===== src/rtl/pulse_stretcher.sv =====
// ---------------------------------------------------------------------------
// pulse_stretcher
//
// Purpose:
//   Turns single-cycle event pulses into a level that is held for a
//   programmable number of clock cycles. After each stretched pulse the block
//   forces a low hold-off gap, and it marks the end of each pulse with a
//   one-cycle done strobe.
//
// Parameters:
//   WIDTH    bit width of the length input and the remaining down-counter
//   HOLDOFF  cycles the output stays low after a pulse before a new trigger
//            is accepted (0 is legal)
//
// Ports:
//   clock      system clock, all state changes on its rising edge
//   reset_n    asynchronous active-low reset
//   trigger    request to start a pulse, sampled on the rising clock edge
//   length     pulse duration in cycles, sampled only when a trigger is taken
//   level_out  stretched output level
//   busy       high while a pulse or its hold-off gap is in progress
//   done       one-cycle strobe that follows the last high cycle of a pulse
//   remaining  high cycles still to go including the current one, else 0
//
// Optional feature:
//   Define PULSE_STRETCHER_RETRIGGER_EN to let a trigger during an active
//   pulse reload the counter, which extends the pulse with no done strobe for
//   the truncated part. Without it, triggers during a pulse are ignored.
// ---------------------------------------------------------------------------
module pulse_stretcher #(
  parameter int WIDTH   = 24,
  parameter int HOLDOFF = 2
) (
  input  logic             clock,
  input  logic             reset_n,
  input  logic             trigger,
  input  logic [WIDTH-1:0] length,
  output logic             level_out,
  output logic             busy,
  output logic             done,
  output logic [WIDTH-1:0] remaining
);

  // The hold-off counter only needs to hold the value HOLDOFF; keep it at
  // least one bit wide so that HOLDOFF of 0 or 1 still elaborates.
  localparam int HOLD_W = (HOLDOFF > 1) ? $clog2(HOLDOFF + 1) : 1;

  typedef enum logic [1:0] {
    ST_IDLE,
    ST_ACTIVE,
    ST_HOLDOFF
  } state_t;

  state_t            state;
  logic [HOLD_W-1:0] hold_count;
  logic              accept;

  // A trigger carrying a zero length is not a request for a pulse at all.
  assign accept = trigger && (length != '0);

  // Single state machine. Every output is a register, so nothing on the
  // input side reaches an output within the same cycle. done defaults low
  // each cycle so it can only ever be a one-cycle strobe.
  always_ff @(posedge clock or negedge reset_n) begin
    if (!reset_n) begin
      state      <= ST_IDLE;
      level_out  <= 1'b0;
      busy       <= 1'b0;
      done       <= 1'b0;
      remaining  <= '0;
      hold_count <= '0;
    end else begin
      done <= 1'b0;
      case (state)
        ST_IDLE: begin
          if (accept) begin
            state     <= ST_ACTIVE;
            remaining <= length;
            level_out <= 1'b1;
            busy      <= 1'b1;
          end
        end

        ST_ACTIVE: begin
          // With retriggering enabled a fresh request outranks the end of
          // the pulse, even on the final high cycle.
`ifdef PULSE_STRETCHER_RETRIGGER_EN
          if (accept) begin
            remaining <= length;
          end else
`endif
          // The "<= 1" test also stops the counter at 0 so it never wraps.
          if (remaining <= WIDTH'(1)) begin
            level_out <= 1'b0;
            remaining <= '0;
            done      <= 1'b1;
            if (HOLDOFF > 0) begin
              state      <= ST_HOLDOFF;
              hold_count <= HOLD_W'(HOLDOFF);
              busy       <= 1'b1;
            end else begin
              // The trigger on this final edge is not taken; the earliest
              // restart is the next edge, leaving one low cycle with done.
              state <= ST_IDLE;
              busy  <= 1'b0;
            end
          end else begin
            remaining <= remaining - WIDTH'(1);
          end
        end

        ST_HOLDOFF: begin
          // Triggers are dropped here rather than queued.
          if (hold_count <= HOLD_W'(1)) begin
            state      <= ST_IDLE;
            busy       <= 1'b0;
            hold_count <= '0;
          end else begin
            hold_count <= hold_count - HOLD_W'(1);
          end
        end

        default: begin
          state      <= ST_IDLE;
          level_out  <= 1'b0;
          busy       <= 1'b0;
          remaining  <= '0;
          hold_count <= '0;
        end
      endcase
    end
  end

endmodule

===== config.mk =====
export PLATFORM = sky130hd
export DESIGN_NAME = pulse_stretcher
export DESIGN_NICKNAME = d
export VERILOG_FILES = /design/src/rtl/pulse_stretcher.sv
export SDC_FILE = /design/constraint.sdc
export NUM_CORES = 1
export LEC_CHECK = 0
export CORE_UTILIZATION = 40
export CTS_BUF_LIST = sky130_fd_sc_hd__clkbuf_4
export DETAILED_ROUTE_END_ITERATION = 8
export DONT_BUFFER_PORTS = 1
export SYNTH_ARGS = -nofsm -noshare
export SYNTH_HDL_FRONTEND = slang
export SYNTH_SLANG_ARGS = --single-unit

===== constraint.sdc =====
create_clock -name clock -period 2.5 [get_ports clock]
set_input_delay 0.125 -clock clock [delete_from_list [all_inputs] [get_ports clock]]
set_output_delay 0.125 -clock clock [all_outputs]
set_load 0.05 [all_outputs]

# --- Word level (Yosys, flattened, before mapping) ---
# Cells that the tools add are included.
totals:
  register_bits: 31
  out_inout_bits: 27
op_classes:
  addsub: 2
  magnitude_cmp: 2
  n_eq_ne: 5
  mux: 17
  bitwise_logic: 2
  n_reduce_logical: 7
ops:
  columns: ["cell", "count"]
  rows:
  - ["$pmux 24 s3", 1]
  - ["$mux 24", 2]
  - ["$le 24x1->1 const B", 1]
  - ["$reduce_bool 24->1", 1]
  - ["$sub 24x1->24 const B", 1]
  - ["$pmux 2 s3", 2]
  - ["$mux 2", 4]
  - ["$mux 1", 6]
  - ["$ne 2x2->1 const B", 3]
  - ["$pmux 1 s3", 2]
  - ["$reduce_and 3->1", 2]
  - ["$reduce_and 2->1", 2]
  - ["$eq 2x1->1 const B", 1]
  - ["$eq 2x2->1 const B", 1]
  - ["$le 2x1->1 const B", 1]
  - ["$logic_not 2->1", 1]
  - ["$not 1->1", 2]
  - ["$sub 2x1->2 const B", 1]
  - ["$logic_and 1x1->1", 1]

# --- Logic depth before layout (Yosys ltp) ---
# Gate-level depths: netlist of the first run.
logic_depth:
  word_depth: 4
  depth_mapped: 9
  mapped_depth_nobuf: 7

# --- Worst setup path before layout of the first run ---
# No wires, ideal clock.
synth_timing:
  kind: "flip-flop to flip-flop"
  from: "reg remaining[8]"
  to: "reg state[0]"
  setup_ps: 126
  arrival_time_ps: 2529
  required_ps: 2374
  slack_ps: -155
  stages_incl_launch_ff: 7
  synth_period_minus_slack_ps: 2655
  path_cell_list: "dfrtp_1 -> or4_1 -> buf_2 -> or4b_4 -> o21a_4 -> clkbuf_1 -> o32a_1"
synth_between:
  elab_chain_len: 3
synth_rtl:
  columns: ["item", "line_no", "rtl"]
  rows:
  - ["start, declared", "41", "output logic [WIDTH-1:0] remaining"]
  - ["start signal, assigned", "78", "remaining <= length;"]
  - ["start signal, assigned", "108", "remaining <= remaining - WIDTH'(1);"]
  - ["$le 24x1->1", "93", "if (remaining <= WIDTH'(1)) begin"]
  - ["$ne 2x2->1 (no source line)", null, null]
  - ["$reduce_and 3->1 (no source line)", null, null]
  - ["end signal, assigned", "98", "state <= ST_HOLDOFF;"]
  - ["end signal, assigned", "104", "state <= ST_IDLE;"]
  - ["end signal, assigned", "115", "state <= ST_IDLE;"]
  - ["end, declared", "54", "state_t state;"]
# No other way between the ends.
# A chain may end at the register's enable or synchronous reset.

# --- Final worst setup path of the first run ---
layout_timing:
  from: "reg remaining[15]"
  to: "reg hold_count[0]"
layout_between:
  elab_chain_len: 3
layout_rtl:
  columns: ["item", "line_no", "rtl"]
  rows:
  - ["$le 24x1->1", "93", null]
  - ["$ne 2x2->1 (no source line)", null, null]
  - ["$reduce_and 2->1 (no source line)", null, null]
  - ["end signal, assigned", "99", "hold_count <= HOLD_W'(HOLDOFF);"]
  - ["end signal, assigned", "119", "hold_count <= hold_count - HOLD_W'(1);"]
  - ["end, declared", "55", "logic [HOLD_W-1:0] hold_count;"]
# No other way between the ends.

==> results of run 1 <==
==> worst register-to-register path, delay by kind of cell, from the launching register on <==
kind | cells | cell delay [ps]
AOI/OAI and AO/OA | 1 | 320
DFF | 1 | 410
and+or+nand+nor | 4 | 1650
==> stage by stage <==
stage / std cells / util / total power [uW] / worst slack [ps] / instance area (um2)
2_1_floorplan: 224 / - / 2590 / 0.862 / 2020
3_3_place_gp: 318 / 0.494 / 3380 / 77.1 / 2360
3_5_place_dp: 318 / 0.494 / 3410 / 66.0 / 2360
4_1_cts: 340 / 0.538 / 3760 / 34.5 / 2570
5_1_grt: 340 / 0.541 / 4070 / 4.87 / 2590
6_report: 340 / 0.541 / 3820 / 51.1 / 2590
==> report_power, final <==
group / switching [uW] / total, uW / leakage, uW / internal [uW]
logic: 1730 / 2680 / 0.000623 / 954
registers: 150 / 809 / 0.000401 / 659
clock network: 193 / 324 / 0.0000361 / 131
==> worst paths after layout <==
path | end | start | slack (ps) | depth (start not counted)
worst max-delay path | hold_count[0] | remaining[15] | 50 | 5
worst min-delay path | remaining[7] | length[7] | 30 | 2
worst max register to register | hold_count[0] | remaining[15] | 50 | 5
worst min register to register | hold_count[1] | hold_count[1] | 540 | 2
max in group asynchronous | remaining[16] | reset_n | 2050 | 2
min in group asynchronous | remaining[12] | reset_n | 260 | 2
==> cell type report <==
type                            instances  area (um2)  share of cell area
Clock buffer                            7        52.6              0.0203
Clock inverter                          1        5.00             0.00193
Inverter                                9        33.8              0.0130
Multi-Input combinational cell        169        1170               0.451
Sequential cell                        31         783               0.302
Tap cell                               67        83.8              0.0324
Timing Repair Buffer                   56         465               0.180
==> kinds of logic after synthesis <==
logic type               Yosys count  synth area share
flip-flops                        31             0.387
adder cells (fa/ha/maj)            5            0.0312
multiplexers                       1           0.00499
buffers and inverters             24            0.0461
AND/OR/NAND/NOR                   81             0.213
AO/OA/AOI/OAI                     78             0.300
XOR/XNOR                           4            0.0175
==> Yosys cell counts, drive strengths merged (2+ instances only) <==
library cell / count
o211ai: 2
ha: 5
o32a: 3
o21ai: 14
a211oi: 3
nor4: 13
or4: 5
a21oi: 2
nand3: 5
a32oi: 12
o41ai: 5
dfrtp: 31
and2: 2
o22ai: 9
or3: 6
inv: 9
nor2: 12
buf: 2
o31ai: 2
nand2: 22
nand4: 2
clkbuf: 13
xnor2: 4
a22oi: 7
nand2b: 3
o31a: 4
a31oi: 4
o221ai: 5
nor3: 6
==> flip-flops by register name, summed over array words and instances, names as in the netlist <==
name        cells
busy            1
done            1
hold_count      2
level_out       1
remaining      24
state           2
==> repair_timing <==
item	in CTS	in global routing
resized for setup	0	3
hold buffers	14	0
setup endpoints to repair	0	14
hold endpoints to repair	43	0
==> metal layers <==
metal / global-route usage / routed length [um] / up-vias
met5: 0 / 0 / -
met4: 0.0871 / 81 / 0
met3: 0.0663 / 497 / 9
met2: 0.426 / 3210 / 86
met1: 0.372 / 2900 / 1014
li1: - / - / 992
==> impl_metrics.json, run 1 <==
{
  "tns_ps": 0,
  "status": "complete, no violations",
  "syn_area_per_cell_um2": 8.96,
  "crit_family": "simple AND/OR/NAND/NOR gates",
  "cp.required_ps": 2790,
  "setup_viol_count_final": 0,
  "ys_ff_latch": 31,
  "hpwl_um": 4750,
  "worstSetupPathType": "reg -> reg",
  "final_nets": 304,
  "io_pins": 54,
  "start_util": 0.419,
  "crit_top_cell": "or4_1",
  "clk_latency_ps": 340,
  "skew_ps": 7.35,
  "synth_top_cell_by_area": "dfrtp_1",
  "grt_util_all_layers": 0.272,
  "core_area_mm2": 0.00479,
  "holdWs_ps": 25.4,
  "rsz0062_at_grt": "false",
  "synth_top_area_frac": 0.387,
  "cts_tree": "yes",
  "drtIter0Drc": 162,
  "cts_sinks": 31,
  "route.vias.total": 2101,
  "layout_common_cells": "42 x buf_4, 25 x dfrtp_1, 22 x nand2_1",
  "grt_pass1_vias": 2052,
  "synth_edf_count": 0,
  "row_count": 25,
  "postCtsSetupRepairBufs": 0,
  "yosysWarningCount": 0,
  "max_freq_mhz": 408,
  "synth_flop_cell": "dfrtp_1",
  "ant_nets": 0,
  "critPathMaxFanout": 21,
  "fillers": 472,
  "io_buffer_count": 0,
  "cts.reportedPaths.clkPinSlew_ps": 110,
  "critical_path.cell_chain": "or4_1 -> or4bb_1 -> o21a_4 -> or4_1 -> nand2_1",
  "crit_path_start_kind": "flop",
  "numCtsBuffers": 5,
  "antenna_cells": 0,
  "synth-seq-area-share": 0.387,
  "die_h_um": 72.8,
  "grt_max_degree": 32,
  "antenna_found_initial": 0,
  "slew_headroom": 0.531,
  "h-tree-depth": 2,
  "ys_types": 44,
  "gp_congestion": 0.838,
  "wl_um": 6690,
  "synthCells": 224,
  "synth_fp_nets": 256,
  "finalCritPeriodShare": 0.980,
  "remaining_drc_errors": 0,
  "grt_overflow": 0,
  "cts_root_buffer": "clkbuf_4",
  "drt-vias-per-instance": 6.18,
  "netlist_area_mm2": 0.00201,
  "wire_per_inst_um": 19.7,
  "slowest_stage": "or4bb_1",
  "tightest_slew_ps": 700,
  "power_leakage_uw": 0.00106,
  "drv_cap": 0,
  "area_delta_synth_final_pct": 29.1,
  "crit_buf_inv": 0,
  "die_area_mm2": 0.00530,
  "fin_crit_ps": 2450,
  "drive_above_1_share": 0.238,
  "first_pass_iters": 4,
  "yosys-top-cells-area": "dfrtp_1 39%, a32oi_1 5.2%, nand2_1 4.1%",
  "finalMaxSlewViolations": 0,
  "end_kind": "flop",
  "max_stage_delay_ps": 560,
  "vdd_drop_max_v": 0.000613,
  "p_per_area_mw_per_mm2": 1470,
  "final_hold_viol_count": 0,
  "worstPathArrival_ps": 2740,
  "clockBufferDepth": 2,
  "hp-class": "in -> reg",
  "grt_pass1_wl_um": 10800,
  "async_flop_share": 1.00,
  "die_w_um": 72.8,
  "layout_commonest_cell": "buf_4"
}
Power figures use the tool's default switching activity.
==> run 2, diff against run 1 <==
--- a/config.mk
+++ b/config.mk
@@ -5,10 +5,13 @@
 export SDC_FILE = /design/constraint.sdc
 export NUM_CORES = 1
 export LEC_CHECK = 0
+export ABC_AREA = 1
+export CAP_MARGIN = 25
 export CORE_UTILIZATION = 40
 export CTS_BUF_LIST = sky130_fd_sc_hd__clkbuf_4
 export DETAILED_ROUTE_END_ITERATION = 8
 export DONT_BUFFER_PORTS = 1
+export PLACE_DENSITY_LB_ADDON = 0.15
 export SYNTH_ARGS = -nofsm -noshare
 export SYNTH_HDL_FRONTEND = slang
 export SYNTH_SLANG_ARGS = --single-unit
==> run 2 against run 1 <==
Effect of this change: core utilization fell by 5.9 points; synthesized cell count rose by 61%; power up 5.8%; final cell count is 36% higher; critical path depth grew 5; die area is 13% higher; non-clock buffer count fell by 27; via count grew 9.2%; critical endpoint is now remaining[17]; largest power group unchanged.
==> impl_metrics.json, run 2 <==
{
  "status": "complete, no violations",
  "yosysWarningCount": 0,
  "grt_pass1_vias": 2282,
  "synthCells": 360,
  "syn_area_per_cell_um2": 6.34,
  "grt_max_degree": 32,
  "tightest_slew_ps": 612,
  "netlist_area_mm2": 0.00228,
  "synth_edf_count": 0,
  "final_hold_viol_count": 0,
  "power_leakage_uw": 0.00139,
  "hpwl_um": 4950,
  "reg_top3": "remaining x24, hold_count x2, state x2",
  "row_count": 27,
  "max_freq_mhz": 483,
  "yosys.area_share.xor_xnor": 0.0461,
  "die_area_mm2": 0.00601,
  "tns_ps": 0,
  "wire_per_inst_um": 14.3,
  "layout_commonest_cell": "nand2_1",
  "cts_sinks": 31,
  "clockBufferDepth": 2,
  "grt_pass1_wl_um": 11000,
  "synth_top_cell_by_area": "dfrtp_1",
  "antenna_found_initial": 0,
  "ys_ff_latch": 31,
  "yosys.area_share.simple": 0.484,
  "synth_flop_cell": "dfrtp_1",
  "worstPathArrival_ps": 2300,
  "layout_common_cells": "169 x nand2_1, 48 x nor2_1, 31 x dfrtp_1",
  "cts.reportedPaths.clkPinSlew_ps": 100,
  "holdWs_ps": 0.728,
  "largest_reg_flops": 24,
  "rsz0062_at_grt": "false",
  "yosys-top-cells-area": "dfrtp_1 34%, nand2_1 28%, nor2_1 7.9%",
  "drt-vias-per-instance": 4.98,
  "finalMaxSlewViolations": 0,
  "yosys-top-cells-count": "169 x nand2_1, 48 x nor2_1, 31 x dfrtp_1",
  "drtIter0Drc": 133,
  "remaining_drc_errors": 0,
  "synth_top_area_frac": 0.340,
  "first_pass_iters": 4,
  "final_nets": 420,
  "setup_viol_count_final": 0,
  "core_area_mm2": 0.00551,
  "crit_path_start_kind": "flop",
  "cp.required_ps": 2730,
  "area_delta_synth_final_pct": 16.5,
  "synthMuxAreaShare": 0,
  "drv_cap": 0,
  "top_register": "remaining",
  "hp-class": "in -> reg",
  "gp_congestion": 0.843,
  "critPathMaxFanout": 9,
  "vdd_drop_max_v": 0.000582,
  "setup_slack_ps": 429,
  "synth-adder-area-share": 0.0274,
  "io_pins": 54,
  "skew_ps": 10.5,
  "start_util": 0.414,
  "synth-seq-area-share": 0.340,
  "die_h_um": 77.5,
  "yosysMostFrequentCell": "nand2_1",
  "synth_fp_nets": 392,
  "antenna_cells": 0,
  "numCtsBuffers": 5,
  "grt_overflow": 0,
  "final_core_util": 0.482,
  "cts_tree": "yes",
  "slew_headroom": 0.592,
  "ys_types": 25,
  "async_flop_share": 1.00,
  "synth_top_family_by_area": "simple AND/OR/NAND/NOR gates",
  "worstSetupPathType": "reg -> reg",
  "route.vias.total": 2295,
  "postCtsSetupRepairBufs": 0,
  "wl_um": 6590,
  "finalCritPeriodShare": 0.828,
  "cts_root_buffer": "clkbuf_4",
  "clk_latency_ps": 350,
  "h-tree-depth": 2,
  "synth_compound_area_frac": 0.0406,
  "fin_crit_ps": 2070,
  "io_buffer_count": 0,
  "p_per_area_mw_per_mm2": 1520,
  "ant_nets": 0,
  "end_kind": "flop",
  "grt_util_all_layers": 0.241,
  "die_w_um": 77.5,
  "drive_above_1_share": 0.118,
  "pre_cts_ws_ps": 467
}
-- run 2: cell types whose count changed after synthesis, sizes merged, moves of 6 or more --
cell / before / now
nor2: 12 / 57
a22oi: 7 / 0
nor4: 13 / 0
clkbuf: 13 / 2
inv: 9 / 25
o22ai: 9 / 0
a32oi: 12 / 0
nand2: 22 / 174
or3: 6 / 0
nand3: 5 / 22
nor3: 6 / 0
-- run 2: timing repair --
item,in CTS,in global routing
endpoints found under the hold margin,39,0
gates resized for setup,0,0
hold buffers,10,0
setup endpoints to repair,0,0
-- run 2: through the flow --
step / instances / instance area, um2 / total power (uW)
2_1_floorplan: 360 / 2280 / 3040
3_3_place_gp: 443 / 2470 / 3610
3_5_place_dp: 443 / 2470 / 3640
4_1_cts: 461 / 2660 / 4070
5_1_grt: 461 / 2660 / 4390
6_report: 461 / 2660 / 4040
-- run 2: cells by family (layout without fill, tap and decap cells) --
logic type,after synthesis,count (layout)
flip-flops,31,31
AND/OR/NAND/NOR,262,262
XOR/XNOR,12,12
AO/OA/AOI/OAI,17,17
adder cells (fa/ha/maj),5,5
buffers and inverters,33,62
-- run 2: cell type report --
| class | count | area [um2] |
|---|---|---|
| fill | 578 | 2850 |
| inverter | 25 | 96.3 |
| tap | 72 | 90.1 |
| clock inverter | 3 | 38.8 |
| clock buffer | 5 | 37.5 |
| sequential | 31 | 776 |
| multi-input combinational | 296 | 1370 |
| timing repair buffer | 29 | 253 |
-- run 2: critical path, cell delays in order (launching register included) --
cell	delay [ps]
dfrtp_1	620
nor2_1	300
nand2_1	90
nor2_2	330
nand2_1	170
nor2_1	130
nand2_1	60
nand3_1	80
nand2_1	60
nand2_1	60
nand2_1	60
-- run 2: final timing paths --
path	start	end	slack (ps)	cells past startpoint
worst max register to register	remaining[5]	remaining[17]	430	10
worst max-delay path	remaining[5]	remaining[17]	430	10
worst min register to register	state[0]	state[0]	530	2
max in group asynchronous	reset_n	remaining[16]	2060	2
min in group asynchronous	reset_n	remaining[9]	270	2
worst min-delay path	length[15]	remaining[15]	0.7	4
-- run 2: layer usage --
metal	global-route usage	up-vias	wire, um
met1	0.294	1056	2990
met5	0	-	0
met3	0.0682	7	449
met4	0.0868	0	88
met2	0.402	60	3070
li1	-	1172	-
-- run 2: where the power goes --
group          switching (uW)  internal, uW
Sequential                462           718
Clock                     186           206
Combinational            1710           754
